==> src/rtl/block_s2p_4.sv <==
// ============================================================================
// Module      : block_s2p_4
// Description : Serial-to-parallel packer. Groups 4 samples per block into a
//               small block FIFO. Optional macro S2P_FLUSH_EN adds in_last to
//               close a short block early, zero-filling the remaining lanes.
// Revision    : 1.0 - initial release
// ============================================================================
`default_nettype none

module block_s2p_4 #(
  parameter int DATA_W     = 32,
  parameter int FIFO_DEPTH = 2
) (
  input  logic              clk,
  input  logic              rst,
  input  logic [DATA_W-1:0] in_data,
  input  logic              in_valid,
`ifdef S2P_FLUSH_EN
  input  logic              in_last,
`endif
  output logic              in_ready,
  output logic [DATA_W-1:0] out_x1,
  output logic [DATA_W-1:0] out_x2,
  output logic [DATA_W-1:0] out_x3,
  output logic [DATA_W-1:0] out_x4,
  output logic              out_valid,
  input  logic              out_ready,
  output logic [7:0]        blk_count
);

  localparam int             AW      = (FIFO_DEPTH > 1) ? $clog2(FIFO_DEPTH) : 1;
  localparam int             BLK_W   = 4 * DATA_W;
  localparam logic [AW:0]    PTR_ONE = 1;

  logic [1:0]        r_cnt;
  logic [DATA_W-1:0] r_slot [0:2];
  logic [BLK_W-1:0]  r_mem  [0:FIFO_DEPTH-1];
  logic [AW:0]       r_wr_ptr;
  logic [AW:0]       r_rd_ptr;
  logic [7:0]        r_blk_count;

  logic              w_full;
  logic              w_empty;
  logic              w_close;
  logic              w_accept;
  logic              w_push;
  logic              w_pop;
  logic [BLK_W-1:0]  w_blk;
  logic [BLK_W-1:0]  w_head;

  // Extra MSB on the pointers separates full from empty when the indices match
  assign w_empty = (r_wr_ptr == r_rd_ptr);
  assign w_full  = (r_wr_ptr[AW] != r_rd_ptr[AW]) &&
                   (r_wr_ptr[AW-1:0] == r_rd_ptr[AW-1:0]);

`ifdef S2P_FLUSH_EN
  assign w_close = (r_cnt == 2'd3) || in_last;
`else
  assign w_close = (r_cnt == 2'd3);
`endif

  assign in_ready = !(w_close && w_full);
  assign w_accept = in_valid && in_ready;
  assign w_push   = w_accept && w_close;
  assign w_pop    = !w_empty && out_ready;

  // Lanes below cnt come from the slots, lane cnt is the live sample, the rest are zero
  always_comb begin
    w_blk = '0;
    for (int k = 0; k < 3; k++) begin
      if (2'(k) < r_cnt) begin
        w_blk[k*DATA_W +: DATA_W] = r_slot[k];
      end
    end
    w_blk[r_cnt*DATA_W +: DATA_W] = in_data;
  end

  always_ff @(posedge clk or negedge rst) begin
    if (!rst) begin
      r_cnt       <= 2'd0;
      r_wr_ptr    <= '0;
      r_rd_ptr    <= '0;
      r_blk_count <= 8'd0;
      for (int k = 0; k < 3; k++) begin
        r_slot[k] <= '0;
      end
    end else begin
      if (w_accept) begin
        if (w_push) begin
          r_cnt    <= 2'd0;
          r_wr_ptr <= r_wr_ptr + PTR_ONE;
        end else begin
          r_cnt <= r_cnt + 2'd1;
          for (int k = 0; k < 3; k++) begin
            if (r_cnt == 2'(k)) begin
              r_slot[k] <= in_data;
            end
          end
        end
      end
      if (w_pop) begin
        r_rd_ptr    <= r_rd_ptr + PTR_ONE;
        r_blk_count <= r_blk_count + 8'd1;
      end
    end
  end

  // Storage needs no reset: the head is masked to zero while the FIFO is empty
  always_ff @(posedge clk) begin
    if (w_push) begin
      r_mem[r_wr_ptr[AW-1:0]] <= w_blk;
    end
  end

  assign w_head    = w_empty ? '0 : r_mem[r_rd_ptr[AW-1:0]];
  assign out_x1    = w_head[0*DATA_W +: DATA_W];
  assign out_x2    = w_head[1*DATA_W +: DATA_W];
  assign out_x3    = w_head[2*DATA_W +: DATA_W];
  assign out_x4    = w_head[3*DATA_W +: DATA_W];
  assign out_valid = !w_empty;
  assign blk_count = r_blk_count;

endmodule

`default_nettype wire

==> config.mk <==
export PLATFORM = sky130hd
export DESIGN_NAME = block_s2p_4
export DESIGN_NICKNAME = d
export VERILOG_FILES = /design/src/rtl/block_s2p_4.sv
export SDC_FILE = /design/constraint.sdc
export NUM_CORES = 1
export LEC_CHECK = 0
export ABC_AREA = 0
export CELL_PAD_IN_SITES_DETAIL_PLACEMENT = 1
export CELL_PAD_IN_SITES_GLOBAL_PLACEMENT = 2
export CORE_MARGIN = 1.5
export CORE_UTILIZATION = 40
export CTS_BUF_LIST = sky130_fd_sc_hd__clkbuf_4 sky130_fd_sc_hd__clkbuf_8 sky130_fd_sc_hd__clkbuf_16
export DETAILED_ROUTE_END_ITERATION = 7
export GPL_TIMING_DRIVEN = 0
export HOLD_SLACK_MARGIN = 0.08
export PLACE_DENSITY = 0.76
export SYNTH_ARGS = -nofsm -noshare
export SYNTH_HDL_FRONTEND = slang
export SYNTH_SLANG_ARGS = --single-unit
==> constraint.sdc <==
create_clock -name clk -period 12.2 [get_ports clk]
set_input_delay 2.44 -clock clk [delete_from_list [all_inputs] [get_ports clk]]
set_output_delay 2.44 -clock clk [all_outputs]
set_load 0.005 [all_outputs]
==> flow_metrics.env, run 1 <==
export IMPL_outcome="complete, no violations"
export IMPL_ys_top_cells_by_count="256 x edfxtp_1, 135 x nor2_1, 128 x mux2i_1, 110 x dfrtp_1, 94 x a22o_1"
export IMPL_io_buffers=173
export IMPL_ctsLongestPathBuffers=3
export IMPL_cp_max_fo=10
export IMPL_drive_above_1_share_pct=15.8
export IMPL_synth_edf_count=256
export IMPL_syn_nets=1023
export IMPL_ys_warn_count=0
export IMPL_synth_avg_cell_area_um2=15.5
export IMPL_post_route_period_util_pct=44.3
export IMPL_synth_top_area_share_pct=50.8
export IMPL_place_hpwl_um=26800
export IMPL_die_h_um=198
export IMPL_fillers=3652
export IMPL_tightest_slew_ns=1.01
export IMPL_multi_input_comb_area_um2=4420
export IMPL_rsz0062_at_grt="no"
export IMPL_tritoncts="done"
export IMPL_ctsResizeCount=0
export IMPL_synth_top_area_cell="edfxtp_1"
export IMPL_fmax_ghz=0.185
export IMPL_synthTopCellsByArea="edfxtp_1 51%, dfrtp_1 18%, mux2i_1 8.5%"
export IMPL_drc_errors=0
export IMPL_leakagePower_nw=7.47
export IMPL_grt_max_degree=88
export IMPL_synth_ff_type="edfxtp_1"
export IMPL_clkTransAtPathRegs_ns=0.06
export IMPL_synth_seq_cells=366
export IMPL_drt_initial_drc_count=385
export IMPL_wirelength_um=38900
export IMPL_clkLatencyLatePin_ns=0.52
export IMPL_rr_worst_depth=7
export IMPL_core_rowCount=71
export IMPL_synth_seq_area_share_pct=69.0
export IMPL_pre_cts_ws_ns=7.32
export IMPL_syn_area_um2=15100
export IMPL_hold_viol_final=0
export IMPL_cts_setup_buffers=0
export IMPL_drt_pass1_iterations=4
export IMPL_final_nets=1253
export IMPL_die_w_um=198
export IMPL_fin_ws_ns=6.80
export IMPL_peakVddDrop_uv=153
export IMPL_cts_sinks=366
export IMPL_fp_dieArea_um2=39000
export IMPL_synth_distinct_cells=41
export IMPL_postCtsHoldBufs=0
export IMPL_hold_depth=1
export IMPL_insertedDiodeCount=0
export IMPL_ios=174
export IMPL_cts_root_buf="clkbuf_16"
export IMPL_start_util_pct=40.4
export IMPL_antenna_found_initial=0
export IMPL_htree_levels=2
export IMPL_yosysMostFrequentCell="edfxtp_1"
export IMPL_finalPower_mw=5.40
export IMPL_clock_skew_ns=0.0190
export IMPL_wl_per_cell_um=22.2
export IMPL_setup_violations=0
export IMPL_worstSetupPathType="reg -> out"
export IMPL_vias=9052
export IMPL_seq_area_um2=10400
export IMPL_async_flop_share_pct=30.1
export IMPL_ant_nets=0
export IMPL_slew_violations=0
export IMPL_hp_class="reg -> reg"
export IMPL_finalCriticalPeriod_ns=5.40
export IMPL_gp_congestion=0.746
export IMPL_track_usage_pct=20.2
export IMPL_slew_headroom_pct=32.6
export IMPL_drv_cap=0
export IMPL_grt_pass1_wl_um=58500
export IMPL_hold_ws_ns=0.476
export IMPL_worstSetupEndpointType="output port"
export IMPL_numCtsBuffers=40
export IMPL_p_per_area_nw_per_um2=281
export IMPL_coreArea_um2=37500
export IMPL_startpoint_type="flip-flop"
export IMPL_syn2layout_area_growth_pct=27.1
export IMPL_syn_inst=979
export IMPL_grt_pass1_vias=9613
export IMPL_via_per_inst=5.17
export IMPL_worstPathArrival_ns=2.96
export IMPL_grt_overflow=0
export IMPL_required_ns=9.76
## registers in the layout (all words and copies together), names as in the netlist
signal / flops
r_rd_ptr: 2
r_mem: 256
r_cnt: 2
blk_count: 8
r_slot: 96
r_wr_ptr: 2
## path summary, 6_finish.rpt
check                                to    startpoint  slack (ns)
setup / recovery             out_x3[30]   r_rd_ptr[0]        6.80
hold / removal             blk_count[7]  blk_count[7]        0.48
setup reg to reg           r_mem[0][97]   r_rd_ptr[0]        9.38
hold reg to reg            blk_count[7]  blk_count[7]        0.48
max in group asynchronous    r_slot[21]           rst        9.61
min in group asynchronous  blk_count[6]           rst        1.78
## cells by family after synthesis
kind of cell | after synthesis | synth area share (%)
flip-flops | 366 | 69.0
AND/OR/NAND/NOR | 193 | 5.67
buffers and inverters | 64 | 1.98
adder cells (fa/ha/maj) | 8 | 0.662
multiplexers | 225 | 15.7
XOR/XNOR | 14 | 0.860
AO/OA/AOI/OAI | 109 | 6.15
## power breakdown
part           switching, mW  internal, mW
combinational           1.16          1.16
sequential             0.135          1.73
clock                  0.459         0.747
## through the flow
stage | TNS [ns] | area, um^2 | util (%) | std cells
after global routing | 0 | 19200 | 51.3 | 1750
after floorplan | 0 | 15100 | - | 979
after CTS | 0 | 19200 | 51.3 | 1750
after global placement | -267.49 | 17500 | 46.7 | 1663
after detailed placement | 0 | 17900 | 47.7 | 1678
final | 0 | 19200 | 51.3 | 1750
## cell usage in the layout, fill, tap and decap left out, types with 2 or more instances in the layout
cell type        instances
and2_1                  31
nand2_1                  8
clkbuf_4                17
nor3_2                   2
buf_8                    3
buf_12                   3
o31ai_1                  2
edfxtp_1               256
mux2_1                  39
ha_1                     8
clkbuf_1                16
clkbuf_16               43
nand3b_1                 2
mux2_2                  58
a211oi_1                 2
a22o_1                  94
buf_16                   9
o211ai_1                 2
xnor2_1                  6
xor2_1                   7
a21oi_1                  2
nand3_1                  3
buf_2                   38
mux2i_1                128
dfrtp_1                110
clkbuf_8                 7
buf_1                    4
nor3_1                   2
inv_1                    2
buf_4                    3
clkinv_2                 3
nand4_1                  3
clkdlybuf4s50_1        172
nor2_1                 135
## worst max-delay path: stages, from the launching register on
cell and delay [ns]:
dfrtp_1 0.31, buf_2 0.30, xor2_1 0.32, nor2_1 0.14, buf_2 0.26, buf_2 0.25
nor2_1 0.28, clkdlybuf4s50_1 0.57
## per-layer routing
layer	GRT usage, %	vias to the layer above	wire length [um]
met3	2.46	44	1390
met2	34.3	189	19300
met4	4.55	0	590
met5	0	-	0
li1	-	4124	-
met1	27.8	4695	17600
## area by class of cell
| type | instances | area share [%] |
|---|---|---|
| plain buffers | 61 | 1.50 |
| clock buffers | 67 | 6.76 |
| clock inverters | 5 | 0.254 |
| inverters | 3 | 0.0586 |
| multi-input cells | 549 | 23.0 |
| flip-flops and latches | 366 | 54.3 |
| well taps | 511 | 3.33 |
| repair buffers | 188 | 10.8 |
Power figures use the tool's default switching activity.
==> inputs of run 2 (changes only) <==
==> constraint.sdc (replaced) <==
create_clock -name clk -period 5.2 [get_ports clk]
set_input_delay 1.04 -clock clk [delete_from_list [all_inputs] [get_ports clk]]
set_output_delay 1.04 -clock clk [all_outputs]
set_load 0.005 [all_outputs]
==> flow_metrics.env, run 2 (synthesized netlist as in run 1, its figures left out) <==
export IMPL_insertedDiodeCount=0
export IMPL_cts_setup_buffers=0
export IMPL_ant_nets=0
export IMPL_required_ns=4.16
export IMPL_startpoint_type="flip-flop"
export IMPL_setup_violations=0
export IMPL_rr_startpoint="r_rd_ptr[0]"
export IMPL_outcome="complete, no violations"
export IMPL_post_route_period_util_pct=78.2
export IMPL_coreArea_um2=37500
export IMPL_via_per_inst=5.20
export IMPL_drive_above_1_share_pct=15.8
export IMPL_grt_pass1_wl_um=60100
export IMPL_clock_skew_ns=0.0167
export IMPL_grt_overflow=0
export IMPL_numCtsBuffers=40
export IMPL_fillers=3678
export IMPL_clkTransAtPathRegs_ns=0.06
export IMPL_syn2layout_area_growth_pct=26.8
export IMPL_grt_max_degree=74
export IMPL_p_per_area_nw_per_um2=660
export IMPL_vias=9119
export IMPL_start_util_pct=40.4
export IMPL_core_rowCount=71
export IMPL_final_cell_area_um2=19200
export IMPL_slew_headroom_pct=40.1
export IMPL_tightest_slew_ns=0.898
export IMPL_track_usage_pct=20.7
export IMPL_leakagePower_nw=7.45
export IMPL_fmax_ghz=0.246
export IMPL_htree_levels=2
export IMPL_worstPathArrival_ns=3.03
export IMPL_antenna_found_initial=0
export IMPL_cts_root_buf="clkbuf_16"
export IMPL_finalPower_mw=12.7
export IMPL_fp_dieArea_um2=39000
export IMPL_wirelength_um=39700
export IMPL_postPlaceCellArea_um2=17900
export IMPL_final_nets=1254
export IMPL_wl_per_cell_um=22.7
export IMPL_final_cell_mix="256 x edfxtp_1, 172 x clkdlybuf4s50_1, 135 x nor2_1"
export IMPL_grt_pass1_vias=9817
export IMPL_largest_register_ffs=256
export IMPL_hold_viol_final=0
export IMPL_die_h_um=198
export IMPL_rsz0062_at_grt="no"
export IMPL_ctsResizeCount=0
export IMPL_cts_sinks=366
export IMPL_hp_class="in -> async"
export IMPL_ios=174
export IMPL_drv_cap=0
export IMPL_worstSetupEndpointType="output port"
export IMPL_critPathLaunch="r_rd_ptr[0]"
export IMPL_tritoncts="done"
export IMPL_cp_max_fo=10
export IMPL_die_w_um=198
export IMPL_drc_errors=0
export IMPL_drt_initial_drc_count=386
export IMPL_io_buffers=173
export IMPL_final_util_pct=51.2
export IMPL_gp_congestion=0.752
export IMPL_slew_violations=0
export IMPL_worstSetupPathType="reg -> out"
export IMPL_final_common_cell="edfxtp_1"
export IMPL_postCtsHoldBufs=0
export IMPL_peakVddDrop_uv=321
export IMPL_place_hpwl_um=27200
export IMPL_clkLatencyLatePin_ns=0.53
export IMPL_ctsLongestPathBuffers=3
export IMPL_drt_pass1_iterations=7
export IMPL_finalCriticalPeriod_ns=4.07
## run 2: metal layers
layer	vias to the layer above	GRT usage, %	part of all wire, %
met1	4752	28.1	46
met2	185	35.2	49
met4	0	5.46	1.9
met5	-	0	0
met3	58	2.51	3.3
li1	4124	-	-
## run 2: worst paths after layout
path                                 to  slack (ns)  cells after the start
min in group clk           blk_count[7]        0.48                      1
hold reg to reg            blk_count[7]        0.48                      1
setup / recovery             out_x3[30]        1.13                      7
setup reg to reg           r_mem[0][24]        2.34                      8
max in group asynchronous    r_slot[23]        4.01                      2
hold / removal               r_slot[70]        0.42                      1
## run 2: critical path, stage by stage, from the launching register on
cell and delay [ns]:
dfrtp_1 0.32, buf_2 0.30, xor2_1 0.36, nor2_1 0.14
buf_2 0.26, buf_2 0.26, nor2_1 0.28, clkdlybuf4s50_1 0.57
## run 2: metrics by stage
step                      setup TNS, ns  setup WS (ns)  std cells  hold slack [ns]
after floorplan                       0         0.0945        979            0.459
after global routing                  0           1.00       1753            0.446
final                                 0           1.13       1753            0.422
after global placement          -894.95          -2.90       1663            0.459
after detailed placement              0           1.65       1679            0.477
after CTS                             0           1.09       1753            0.428
## run 2: cell type report
class / instances / area (um^2) / share of cell area (%)
buffer: 61 / 288 / 1.50
clock buffer: 63 / 1200 / 6.28
clock inverter: 11 / 108 / 0.561
inverter: 3 / 11.3 / 0.0587
multi-input combinational: 549 / 4420 / 23.0
sequential: 366 / 10400 / 54.4
tap: 511 / 639 / 3.33
timing repair buffer: 189 / 2080 / 10.8
## run 2: report_power, final
part / internal [mW] / switching (mW) / leakage [nW]
clock: 1.70 / 1.12 / 0.667
sequential: 4.07 / 0.317 / 3.68
combinational: 2.72 / 2.74 / 3.10
